==> config.mk <==
export PLATFORM = sky130hd
export DESIGN_NAME = mult_cell_arbiter
export DESIGN_NICKNAME = d
export VERILOG_FILES = /design/src/rtl/mult_arb_pkg.sv /design/src/rtl/mult_cell_arbiter_rr_arbiter.sv /design/src/rtl/mult_cell_arbiter.sv
export SDC_FILE = /design/constraint.sdc
export NUM_CORES = 1
export LEC_CHECK = 0
export ABC_AREA = 1
export ABC_CLOCK_PERIOD_IN_PS = 4500
export CORE_AREA = 2 2 154 156
export DETAILED_ROUTE_END_ITERATION = 6
export DIE_AREA = 0 0 156 158
export GPL_TIMING_DRIVEN = 0
export SYNTH_ARGS = -nofsm -noshare
export SYNTH_HDL_FRONTEND = slang
export SYNTH_HIERARCHICAL = 1
export SYNTH_SLANG_ARGS = --single-unit
==> constraint.sdc <==
create_clock -name clk -period 4.5 [get_ports clk]
set_input_delay 0.9 -clock clk [delete_from_list [all_inputs] [get_ports clk]]
set_output_delay 0.9 -clock clk [all_outputs]
set_load 0.03 [all_outputs]
==> src/rtl/mult_arb_pkg.sv <==
// Shared types and helpers for the multiply-cell arbiter.
// Tags carry requester ids through the cell pipeline.
package mult_arb_pkg;

  localparam int MUL_W    = 32;
  localparam int MAX_REQ  = 8;
  localparam int MAX_ID_W = 3;

  typedef struct packed {
    logic                vld;
    logic [MAX_ID_W-1:0] id;
  } mult_tag_t;

  // Returns {found, index}, searching from last+1 upward, modulo n.
  function automatic logic [MAX_ID_W:0] rr_pick(
    input logic [MAX_REQ-1:0]  req,
    input logic [MAX_ID_W-1:0] last,
    input int                  n
  );
    logic [MAX_ID_W:0] res;
    int                idx;
    res = '0;
    for (int k = 1; k <= MAX_REQ; k++) begin
      idx = (int'(last) + k) % n;
      if (k <= n && !res[MAX_ID_W] &&
          req[idx[MAX_ID_W-1:0]]) begin
        res = {1'b1, idx[MAX_ID_W-1:0]};
      end
    end
    return res;
  endfunction

endpackage

==> src/rtl/mult_cell_arbiter_rr_arbiter.sv <==
// Combinational round-robin grant selection.
// Grants the first request after the pointer.
module rr_arbiter
  import mult_arb_pkg::*;
#(
  parameter int NUM_REQ = 4,
  parameter int ID_W    = $clog2(NUM_REQ)
) (
  input  logic [NUM_REQ-1:0] req,
  input  logic [ID_W-1:0]    last_grant,
  output logic [NUM_REQ-1:0] grant,
  output logic [ID_W-1:0]    grant_id,
  output logic               grant_vld
);

  logic [MAX_REQ-1:0]  req_ext;
  logic [MAX_ID_W-1:0] ptr_ext;
  logic [MAX_ID_W:0]   pick;

  always_comb begin
    req_ext                = '0;
    req_ext[NUM_REQ-1:0]   = req;
    ptr_ext                = '0;
    ptr_ext[ID_W-1:0]      = last_grant;
    pick      = rr_pick(req_ext, ptr_ext, NUM_REQ);
    grant_vld = pick[MAX_ID_W];
    grant_id  = pick[ID_W-1:0];
    grant     = '0;
    if (grant_vld) grant[grant_id] = 1'b1;
  end

endmodule

==> src/rtl/mult_cell_arbiter.sv <==
// Shares one pipelined multiply cell among NUM_REQ requesters.
// A tag pipeline routes each product back to its issuer.
module mult_cell_arbiter
  import mult_arb_pkg::*;
#(
  parameter int NUM_REQ = 4,
  parameter int LATENCY = 1,
  parameter int ID_W    = $clog2(NUM_REQ)
) (
  input  logic                     clk,
  input  logic                     reset_n,
  input  logic [NUM_REQ-1:0]       req_valid,
  output logic [NUM_REQ-1:0]       req_ready,
  input  logic [NUM_REQ*MUL_W-1:0] req_src1,
  input  logic [NUM_REQ*MUL_W-1:0] req_src2,
  output logic [NUM_REQ-1:0]       rsp_valid,
  output logic [MUL_W-1:0]         rsp_result,
  output logic [MUL_W-1:0]         cell_src1,
  output logic [MUL_W-1:0]         cell_src2,
  input  logic [MUL_W-1:0]         cell_result,
  input  logic                     drain,
  output logic                     idle
);

  logic [ID_W-1:0]    last_grant;
  logic [NUM_REQ-1:0] req_eff;
  logic [NUM_REQ-1:0] grant;
  logic [ID_W-1:0]    grant_id;
  logic               transfer;
  logic               any_vld;
  mult_tag_t          tags [LATENCY];
  mult_tag_t          fin;

  // Reset and drain both suppress new grants.
  assign req_eff = (reset_n && !drain) ? req_valid : '0;

  rr_arbiter #(
    .NUM_REQ(NUM_REQ),
    .ID_W   (ID_W)
  ) u_rr (
    .req       (req_eff),
    .last_grant(last_grant),
    .grant     (grant),
    .grant_id  (grant_id),
    .grant_vld (transfer)
  );

  assign req_ready = grant;

  always_comb begin
    cell_src1 = '0;
    cell_src2 = '0;
    if (transfer) begin
      cell_src1 = req_src1[MUL_W*grant_id +: MUL_W];
      cell_src2 = req_src2[MUL_W*grant_id +: MUL_W];
    end
  end

  always_ff @(posedge clk) begin
    if (!reset_n) begin
      last_grant <= ID_W'(NUM_REQ - 1);
      for (int i = 0; i < LATENCY; i++) begin
        tags[i] <= '0;
      end
    end else begin
      if (transfer) last_grant <= grant_id;
      tags[0] <= '{vld: transfer, id: MAX_ID_W'(grant_id)};
      for (int i = 1; i < LATENCY; i++) begin
        tags[i] <= tags[i-1];
      end
    end
  end

  assign fin = tags[LATENCY-1];

  always_comb begin
    rsp_valid  = '0;
    rsp_result = '0;
    if (reset_n && fin.vld) begin
      rsp_valid[fin.id[ID_W-1:0]] = 1'b1;
      rsp_result = cell_result;
    end
  end

  always_comb begin
    any_vld = 1'b0;
    for (int i = 0; i < LATENCY; i++) begin
      any_vld = any_vld | tags[i].vld;
    end
  end

  assign idle = !reset_n || (!transfer && !any_vld);

endmodule

==> metrics.csv, run 1 <==
metric;value;unit
synthMostInstantiatedCell;sky130_fd_sc_hd__nand2_1;
endpoint_kind;output port;
max_cap_check_violation_count;0;
floorplan.rows;56;
worstSetupStartpointType;input port;
ys_types;25;
floorplan.die_area;24600;um^2
hold_path.startpoint;last_grant[0];
yosys.area.top_type;sky130_fd_sc_hd__nand2_1;
ys_warn_count;6;
hold_buffers;0;
synthesis.area_per_instance;4.58;um^2
worstSetupPathType;in -> out;
clock_tree.root_cell;sky130_fd_sc_hd__clkbuf_16;
pin_count;400;
grt_remaining_overflow;0;
final_layout_size_suffix_gt1_share;16.2;%
port_buffers;398;
dr_total_vias;5904;
initial_utilization;14.5;%
final_area;7850;um^2
drtIter0Drc;341;
fin_hold_viols;0;
drc_errors;0;
antenna_violating_nets_post_route;0;
dieWidth;156;um
clkTransAtPathRegs;0.03;ns
worstMarginPinSlew;0.585;ns
area_growth;134;%
fillers;2587;
cp_slowest_cell;sky130_fd_sc_hd__buf_1;
synth-edff-count;0;
clock_sink_count;5;
fin_crit;4.31;ns
most_common_flop_cell_mapped_by_yosys;sky130_fd_sc_hd__dfxtp_1;
relative_slew_margins;61.0;%
cts_max_level;1;
worst-endpoint-required;3.60;ns
nNetsFinal;1434;
hold_path.class;reg -> reg;
grt_first_pass_wirelength;29900;um
cp_most_frequent_cell;sky130_fd_sc_hd__nand2_4;
vias_per_cell;4.13;
regToRegSetupSlack;2.29;ns
highest_clock_rate;232;MHz
timing.clock.skew;0.000711;ns
mappedNetlistArea;3350;um^2
antenna_found_initial;1;
clock_path_buffers;2;
place_area;7690;um^2
outcome;finished, final reports clean;
pin_count_of_the_biggest_net_entering_global_routing;11;
period_share;95.7;%
timing.critical_path.cells;buf_1 > nand2_4 > nor2_2 > inv_1 > nand2_2 > nand3_2 > nand2_4 > nor2_4 > nand4_1 > nand3_4 > buf_8 > clkbuf_4 > or2_2 > o211ai_1 > nand2_1 > buf_2;
critical_path.startpoint;reset_n;
num_antenna_cells;0;
power.density_cell_area;926;nW/um^2
yosysTopAreaCellShare;19.2;%
gpl.final_weighted_congestion;0.873;
detail_route.wl_per_cell;14.8;um
maxSlewViolCount;0;
tritoncts_clock_tree;done;
cp.arrival;3.41;ns
setup_violations;0;
worstSkewPairLatency;0.22;ns
floorplan.die.height;158;um
routed_wirelength;21200;um
dp_hpwl;17600;um
seq_area_frac_synth;2.99;%
final_util;34.0;%
critPathMaxStageDelay;0.35;ns
power_leakage;3.94;nW
timing.rr.start;last_grant[1];
drt-pass1-iter-count;6;
worst-path-max-fanout;10;
synth_top_cells_by_count;sky130_fd_sc_hd__nand2_1 (171), sky130_fd_sc_hd__inv_1 (157), sky130_fd_sc_hd__nor2_1 (114);
post_synth_inst_count;730;
cts_made_buffers;3;
worst_ir_drop_vdd;0.000417;V
vias_in_the_first_global_route;5292;
synth.ff_latch_count;5;
synth_top_cells_by_area;sky130_fd_sc_hd__nand2_1 (19%), sky130_fd_sc_hd__inv_1 (18%), sky130_fd_sc_hd__nor2_1 (13%);
globalRouteTotalUtil;15.6;%
core_area;23100;um^2
post_syn_nets;1025;
asyncSetResetFlopFracSynth;0;%
==> registers in the layout, indices dropped and copies added, names as in the netlist <==
signal	flops
last_grant	2
tags	3
==> logic make-up after synthesis <==
logic type | after synthesis | share of synthesized area (%)
buf+inv | 212 | 25.0
compound gates | 104 | 18.4
simple gates | 409 | 53.6
flops | 5 | 2.99
==> path summary, 6_finish.rpt <==
path / end / cells past startpoint
worst min-delay path: last_grant[0] / 2
worst max register to register: last_grant[0] / 10
worst min register to register: last_grant[0] / 2
worst max-delay path: cell_src1[0] / 16
==> critical path: cells and delay by family <==
family / cells / cell delay (ns)
buffers and inverters: 5 / 1.00
AND/OR/NAND/NOR: 10 / 1.40
AO/OA/AOI/OAI: 1 / 0.08
==> stage by stage <==
step / std cells / power [mW] / TNS, ns / setup slack (ns) / hold slack, ns
floorplan: 730 / 4.29 / 0 / 0.560 / 0.468
detailed placement: 1418 / 7.29 / -40.56 / -0.806 / 0.495
CTS: 1425 / 7.31 / 0 / 0.0202 / 0.504
global route: 1428 / 7.83 / -0.177 / -0.0320 / 0.546
global placement: 1418 / 7.29 / -39.26 / -0.770 / 0.480
finish: 1428 / 7.26 / 0 / 0.195 / 0.501
==> area by class of cell <==
type	instances	area (um^2)	area share [%]
timing repair buffer	404	3840	49.0
inverter	164	624	7.96
multi-input combinational	513	2490	31.8
sequential	5	100	1.28
clock buffer	4	78.8	1.00
buffer	48	342	4.35
tap	290	363	4.62
==> placed cells by master (no fill, tap or decap), types with 2 or more instances in the layout <==
master | netlist | layout
sky130_fd_sc_hd__clkdlybuf4s50_1 | 0 | 333
sky130_fd_sc_hd__nand2_1 | 171 | 169
sky130_fd_sc_hd__nand3_2 | 1 | 2
sky130_fd_sc_hd__nand2_2 | 8 | 6
sky130_fd_sc_hd__or2_2 | 37 | 37
sky130_fd_sc_hd__nor3_1 | 4 | 4
sky130_fd_sc_hd__buf_4 | 1 | 14
sky130_fd_sc_hd__nand3_1 | 61 | 59
sky130_fd_sc_hd__buf_6 | 1 | 3
sky130_fd_sc_hd__dlygate4sd2_1 | 0 | 2
sky130_fd_sc_hd__nor2_1 | 114 | 109
sky130_fd_sc_hd__nand2_4 | 4 | 8
sky130_fd_sc_hd__clkbuf_2 | 0 | 33
sky130_fd_sc_hd__nor2_4 | 1 | 7
sky130_fd_sc_hd__clkbuf_4 | 0 | 14
sky130_fd_sc_hd__nand4_1 | 4 | 4
sky130_fd_sc_hd__clkbuf_1 | 25 | 8
sky130_fd_sc_hd__clkbuf_16 | 0 | 4
sky130_fd_sc_hd__o21ai_0 | 39 | 38
sky130_fd_sc_hd__buf_12 | 0 | 2
sky130_fd_sc_hd__inv_2 | 5 | 7
sky130_fd_sc_hd__clkdlybuf4s15_2 | 0 | 14
sky130_fd_sc_hd__dfxtp_1 | 5 | 5
sky130_fd_sc_hd__nor2_2 | 3 | 2
sky130_fd_sc_hd__buf_8 | 0 | 2
sky130_fd_sc_hd__o211ai_1 | 38 | 38
sky130_fd_sc_hd__inv_1 | 157 | 154
sky130_fd_sc_hd__a21oi_1 | 27 | 27
sky130_fd_sc_hd__buf_2 | 20 | 24
==> power by group <==
part	internal, mW	switching, mW	leakage, nW	total (mW)
Sequential	0.0649	0.0188	0.0416	0.0837
Clock	0.117	0.0270	0.0382	0.144
Combinational	2.41	4.62	3.86	7.03
==> timing repair <==
| item | 4_1_cts | 5_1_grt |
|---|---|---|
| resized for setup | 200 | 122 |
| setup endpoints to repair | 64 | 64 |
| gates cloned | 0 | 1 |
| pin swaps | 5 | 17 |
| setup buffers | 3 | 2 |
==> per-layer routing <==
layer / GRT usage [%] / vias up / share of wire (%)
li1: - / 3022 / -
met1: 19.4 / 2585 / 42
met2: 27.7 / 269 / 48
met3: 3.18 / 26 / 8.1
met4: 3.54 / 2 / 1.9
met5: 0 / - / 0.076
Power figures use the tool's default switching activity.
==> run 2, diff against run 1 <==
RECOVER_POWER = 50   (was unset)
==> run 2 against run 1 <==
Net effect:
- routed wire length is essentially flat
- sequential share of layout area about the same
- cell area barely moved
- core utilization about the same
- clock skew stayed put
- global-route usage is the same
- clock power about the same
- critical path depth did not move
- non-clock buffer count stayed put
- sequential cell count unchanged
- first-iteration DRC count shrank 0.29%
- register-to-register slack about the same
- critical endpoint unchanged
- largest cell class unchanged
- highest routed layer unchanged
==> metrics.csv, run 2 (synthesis gave the netlist of run 1 again) <==
metric;value;unit
outcome;finished, final reports clean;
cts_max_level;1;
fin_hold_viols;0;
hold_path.startpoint;last_grant[0];
num_antenna_cells;0;
drt-pass1-iter-count;6;
detailroute.wirelength.met2;10200;um
timing.critical_path.cells;buf_1 > nand2_4 > nor2_2 > inv_1 > nand2_2 > nand3_2 > nand2_4 > nor2_4 > nand4_1 > nand3_4 > buf_8 > clkbuf_4 > or2_2 > o211ai_1 > nand2_1 > buf_2;
pin_count;400;
worstSetupStartpointType;input port;
timing.rr.start;last_grant[1];
worst_ir_drop_vdd;0.000417;V
floorplan.die.height;158;um
endpoint_of_the_lowest_slack_register_to_register_path;last_grant[0];
area_growth;134;%
pin_count_of_the_biggest_net_entering_global_routing;11;
worst-endpoint-required;3.60;ns
timing.clock.skew;0.000711;ns
initial_utilization;14.5;%
met3WireLength;1720;um
route.layer.met1.wl;8870;um
worst-path-buf-inv;5;
routed_wirelength;21200;um
largest-register;tags;
maxSlewViolCount;0;
antenna_found_initial;1;
totalPowerFinal;7.26;mW
clock_sink_count;5;
dp_hpwl;17600;um
worst-path-max-fanout;10;
drtIter0Drc;340;
power.density_cell_area;925;nW/um^2
highest_clock_rate;232;MHz
worst_case_reg_to_reg_path_depth;10;
relative_slew_margins;61.0;%
max_cap_check_violation_count;0;
floorplan.rows;56;
fillers;2589;
layout.cells.most_common;sky130_fd_sc_hd__clkdlybuf4s50_1;
tritoncts_clock_tree;done;
nNetsFinal;1434;
sw_frac_of_total;64.4;%
regToRegSetupSlack;2.29;ns
clkTransAtPathRegs;0.03;ns
clock_tree.root_cell;sky130_fd_sc_hd__clkbuf_16;
antenna_violating_nets_post_route;0;
hold_path.class;reg -> reg;
layout.cells.most_common_list;sky130_fd_sc_hd__clkdlybuf4s50_1 (333), sky130_fd_sc_hd__nand2_1 (169), sky130_fd_sc_hd__inv_1 (154), sky130_fd_sc_hd__nor2_1 (109), sky130_fd_sc_hd__nand3_1 (59);
dr_total_vias;5904;
cp_slowest_cell;sky130_fd_sc_hd__buf_1;
worstSkewPairLatency;0.22;ns
critPathMaxStageDelay;0.35;ns
hold-worst-slack;0.501;ns
port_buffers;398;
drc_errors;0;
grt_remaining_overflow;0;
cts_made_buffers;3;
final_layout_size_suffix_gt1_share;16.1;%
floorplan.die_area;24600;um^2
seq_power_share;1.2;%
net-switching-power;4.67;mW
route.top_layer_used;met5;
period_share;95.7;%
cp.arrival;3.41;ns
place_area;7690;um^2
globalRouteTotalUtil;15.6;%
setup_violations;0;
gpl.final_weighted_congestion;0.873;
fin_crit;4.31;ns
vias_per_cell;4.13;
vias_in_the_first_global_route;5292;
cp.depth;16;
min_delay_path_depth;2;
internal_power;2.59;mW
power_leakage;3.94;nW
endpoint_kind;output port;
clock_path_buffers;2;
critical-path-top-delay-family;simple AND/OR/NAND/NOR gates;
worstMarginPinSlew;0.585;ns
largest_reg_flops;3;
cp_most_frequent_cell;sky130_fd_sc_hd__nand2_4;
largestRegisters;tags x3, last_grant x2;
detail_route.wl_per_cell;14.8;um
grt_first_pass_wirelength;29900;um
dieWidth;156;um
power_frac_clock;2.0;%
final_area;7840;um^2
core_area;23100;um^2
critical_path.startpoint;reset_n;
worstSetupPathType;in -> out;
hold_end;last_grant[0];
combPwrFrac;96.9;%
==> run 2: per-stage QoR <==
step	setup slack, ns	TNS (ns)	instances	util, %
after detailed placement	-0.806	-40.56	1418	33.4
after floorplan	0.560	0	730	-
after global routing	-0.0320	-0.177	1428	34.0
final	0.194	0	1428	34.0
after CTS	0.0202	0	1425	34.2
after global placement	-0.770	-39.26	1418	33.4
==> run 2: repair_timing <==
| item | in CTS | in global routing |
|---|---|---|
| cloned | 0 | 1 |
| buffers inserted | 3 | 2 |
| endpoints found under the setup margin | 64 | 64 |
| pin swaps | 5 | 17 |
| hold buffers | 0 | 0 |
| resized for setup | 200 | 122 |
==> run 2: power by group through the flow <==
stage / Clock, mW / Combinational (mW) / Sequential [mW]
2_1_floorplan: 0 / 4.21 / 0.0786
5_1_grt: 0.150 / 7.59 / 0.0869
4_1_cts: 0.146 / 7.08 / 0.0825
3_5_place_dp: 0 / 7.21 / 0.0830
6_report: 0.144 / 7.03 / 0.0837
3_3_place_gp: 0 / 7.21 / 0.0823
==> run 2: layout make-up <==
| cell class | instances | area, um^2 | share of cell area, % |
|---|---|---|---|
| Clock buffer | 4 | 78.8 | 1.01 |
| Timing Repair Buffer | 404 | 3840 | 49.0 |
| Sequential cell | 5 | 100 | 1.28 |
| Buffer | 48 | 342 | 4.36 |
| Tap cell | 290 | 363 | 4.63 |
| Multi-Input combinational cell | 513 | 2490 | 31.8 |
| Inverter | 164 | 624 | 7.96 |
==> run 2: worst min-delay path, cell delays in order, from the launching register on <==
cell and delay (ns):
sky130_fd_sc_hd__dfxtp_1 0.33, sky130_fd_sc_hd__nand2_1 0.06, sky130_fd_sc_hd__o211ai_1 0.07
==> run 2: per-layer routing <==
| layer | vias up | GRT usage, % |
|---|---|---|
| met5 | - | 0 |
| met4 | 2 | 3.54 |
| met3 | 26 | 3.18 |
| met2 | 269 | 27.7 |
| met1 | 2585 | 19.4 |
| li1 | 3022 | - |
==> run 2: worst max path at each step <==
stage	end	slack [ns]
global placement	cell_src2[0]	-0.77
CTS	cell_src1[17]	0.02
global route	cell_src2[0]	-0.03
detailed placement	cell_src2[0]	-0.81
floorplan	cell_src1[12]	0.56
finish	cell_src1[0]	0.19
==> run 3, diff against run 2 <==
CORE_AREA = 3 3 155 157   (was 2 2 154 156)
DIE_AREA = 0 0 158 160   (was 0 0 156 158)
HOLD_SLACK_MARGIN = 0.1   (was unset)
==> run 3 against run 2 <==
Net effect:
- core utilization up 0.099 points
- global-route usage up 0.45 points
- clock skew about the same
- worst hold slack worse by 0.010 ns
- die area up 2.6%
- total power down 2.6%
- sequential cell count unchanged
- setup slack worse by 0.019 ns
- critical path depth up 1
- combinational power down 3%
- cell area down 1.5%
- critical path type unchanged
- critical endpoint unchanged
- largest cell class unchanged
- highest routed layer is now met4
==> metrics.csv, run 3 (synthesis gave the netlist of run 1 again) <==
metric;value;unit
outcome;finished, final reports clean;
place_area;7690;um^2
dr_total_vias;5875;
worst_case_reg_to_reg_path_depth;10;
crit_path_end;cell_src1[0];
cp.arrival;3.42;ns
fin_hold_viols;0;
detail_route.wl_per_cell;15.4;um
gpl.final_weighted_congestion;0.842;
pin_count;400;
multi_input_area;2460;um^2
floorplan.rows;55;
maxSlewViolCount;0;
hold-worst-slack;0.491;ns
worst_ir_drop_vdd;0.000590;V
internal_power;2.46;mW
initial_utilization;14.8;%
combPwrFrac;96.8;%
hold_buffers;0;
cts_max_level;1;
routed_wirelength;21900;um
grt_remaining_overflow;0;
net-switching-power;4.61;mW
power_frac_clock;2.1;%
timing.rr.start;last_grant[1];
worstMarginPinSlew;0.531;ns
dieWidth;158;um
layout.cells.most_common_list;sky130_fd_sc_hd__clkdlybuf4s50_1 (334), sky130_fd_sc_hd__nand2_1 (169), sky130_fd_sc_hd__inv_1 (157), sky130_fd_sc_hd__nor2_1 (110), sky130_fd_sc_hd__nand3_1 (60);
grt_setup_unrepaired;true;
worstSkewPairLatency;0.23;ns
totalPowerFinal;7.07;mW
drtIter0Drc;299;
dp_hpwl;18500;um
period_share;96.1;%
antenna_found_initial;0;
final-instance-count-excl-fill;1421;
worst-endpoint-required;3.60;ns
vias_in_the_first_global_route;5681;
timing.clock.skew;0.000511;ns
worstSetupPathType;in -> out;
setup_violations;0;
grt_first_pass_wirelength;31800;um
final.setup.worst_slack;0.176;ns
relative_slew_margins;64.6;%
regToRegSetupSlack;2.43;ns
tritoncts_clock_tree;done;
nNetsFinal;1432;
fin_crit;4.32;ns
worst-path-max-fanout;10;
worst-path-buf-inv;6;
largestRegisters;tags x3, last_grant x2;
critical_path.startpoint;drain;
floorplan.die.height;160;um
num_antenna_cells;0;
highest_clock_rate;231;MHz
hold_path.class;reg -> reg;
min_delay_path_depth;2;
largest_reg_flops;3;
cts_made_buffers;3;
timing.critical_path.cells;clkdlybuf4s50_1 > inv_1 > nand2_4 > nor2_2 > nand2_1 > nand2_2 > inv_1 > nor2_1 > nor2_2 > nand4_1 > nand3_4 > buf_6 > buf_2 > or2_2 > o211ai_1 > nand2_1 > buf_2;
vias_per_cell;4.13;
endpoint_of_the_lowest_slack_register_to_register_path;last_grant[0];
placedCellCount;1413;
final_area;7720;um^2
area_growth;131;%
core_area;22600;um^2
finalSetupTns;0;ns
final_layout_size_suffix_gt1_share;15.8;%
final_util;34.1;%
max_cap_check_violation_count;0;
critPathMaxStageDelay;0.40;ns
port_buffers;398;
worstSetupStartpointType;input port;
power.density_cell_area;915;nW/um^2
drc_errors;0;
floorplan.die_area;25300;um^2
endpoint_kind;output port;
layout.cells.most_common;sky130_fd_sc_hd__clkdlybuf4s50_1;
antenna_violating_nets_post_route;0;
cp_slowest_cell;sky130_fd_sc_hd__clkdlybuf4s50_1;
critical-path-top-delay-family;simple AND/OR/NAND/NOR gates;
pin_count_of_the_biggest_net_entering_global_routing;11;
fillers;2522;
largest-register;tags;
pre_cts_slack;-0.767;ns
power_leakage;3.90;nW
cp.depth;17;
seq_power_share;1.2;%
sequential_cell_area;100;um^2
drt-pass1-iter-count;5;
clkTransAtPathRegs;0.03;ns
sw_frac_of_total;65.2;%
globalRouteTotalUtil;16.1;%
clock_sink_count;5;
clock_path_buffers;2;
clock_tree.root_cell;sky130_fd_sc_hd__clkbuf_16;
run 3: final cells by class:
class,instances,share of cell area (%)
well taps,285,4.62
flip-flops and latches,5,1.30
multi-input cells,513,31.9
repair buffers,402,49.0
inverters,164,8.05
clock buffers,4,1.02
plain buffers,48,4.13
run 3: tightest hold or removal path: stages (launching register included):
cell and delay, ns:
sky130_fd_sc_hd__dfxtp_1 0.33, sky130_fd_sc_hd__nand2_1 0.06, sky130_fd_sc_hd__o211ai_1 0.07
run 3: power groups by stage:
stage / Combinational [mW] / Clock [mW] / Sequential [mW]
final: 6.84 / 0.146 / 0.0826
after floorplan: 4.21 / 0 / 0.0786
after global placement: 7.24 / 0 / 0.0832
after global routing: 7.44 / 0.151 / 0.0857
after detailed placement: 7.25 / 0 / 0.0830
after CTS: 7.16 / 0.150 / 0.0829
run 3: per-layer routing:
metal | vias to the layer above | global-route usage [%] | share of wire (%)
met2 | 274 | 29.4 | 49
met3 | 28 | 2.85 | 7.9
met4 | 0 | 2.62 | 1.8
li1 | 3020 | - | -
met5 | - | 0 | 0
met1 | 2553 | 19.7 | 41
run 3: repair_timing:
action,in CTS,in global routing
pin swaps,4,6
hold endpoints to repair,0,0
setup endpoints to repair,64,64
gates resized for setup,213,126
setup buffers,2,2
run 3: how the worst min path moves through the flow:
stage | startpoint | end | slack (ns)
global placement | last_grant[0] | last_grant[0] | 0.48
finish | last_grant[0] | last_grant[0] | 0.49
detailed placement | last_grant[0] | last_grant[0] | 0.49
CTS | last_grant[0] | last_grant[0] | 0.50
global route | last_grant[0] | last_grant[0] | 0.54
floorplan | last_grant[0] | last_grant[0] | 0.47
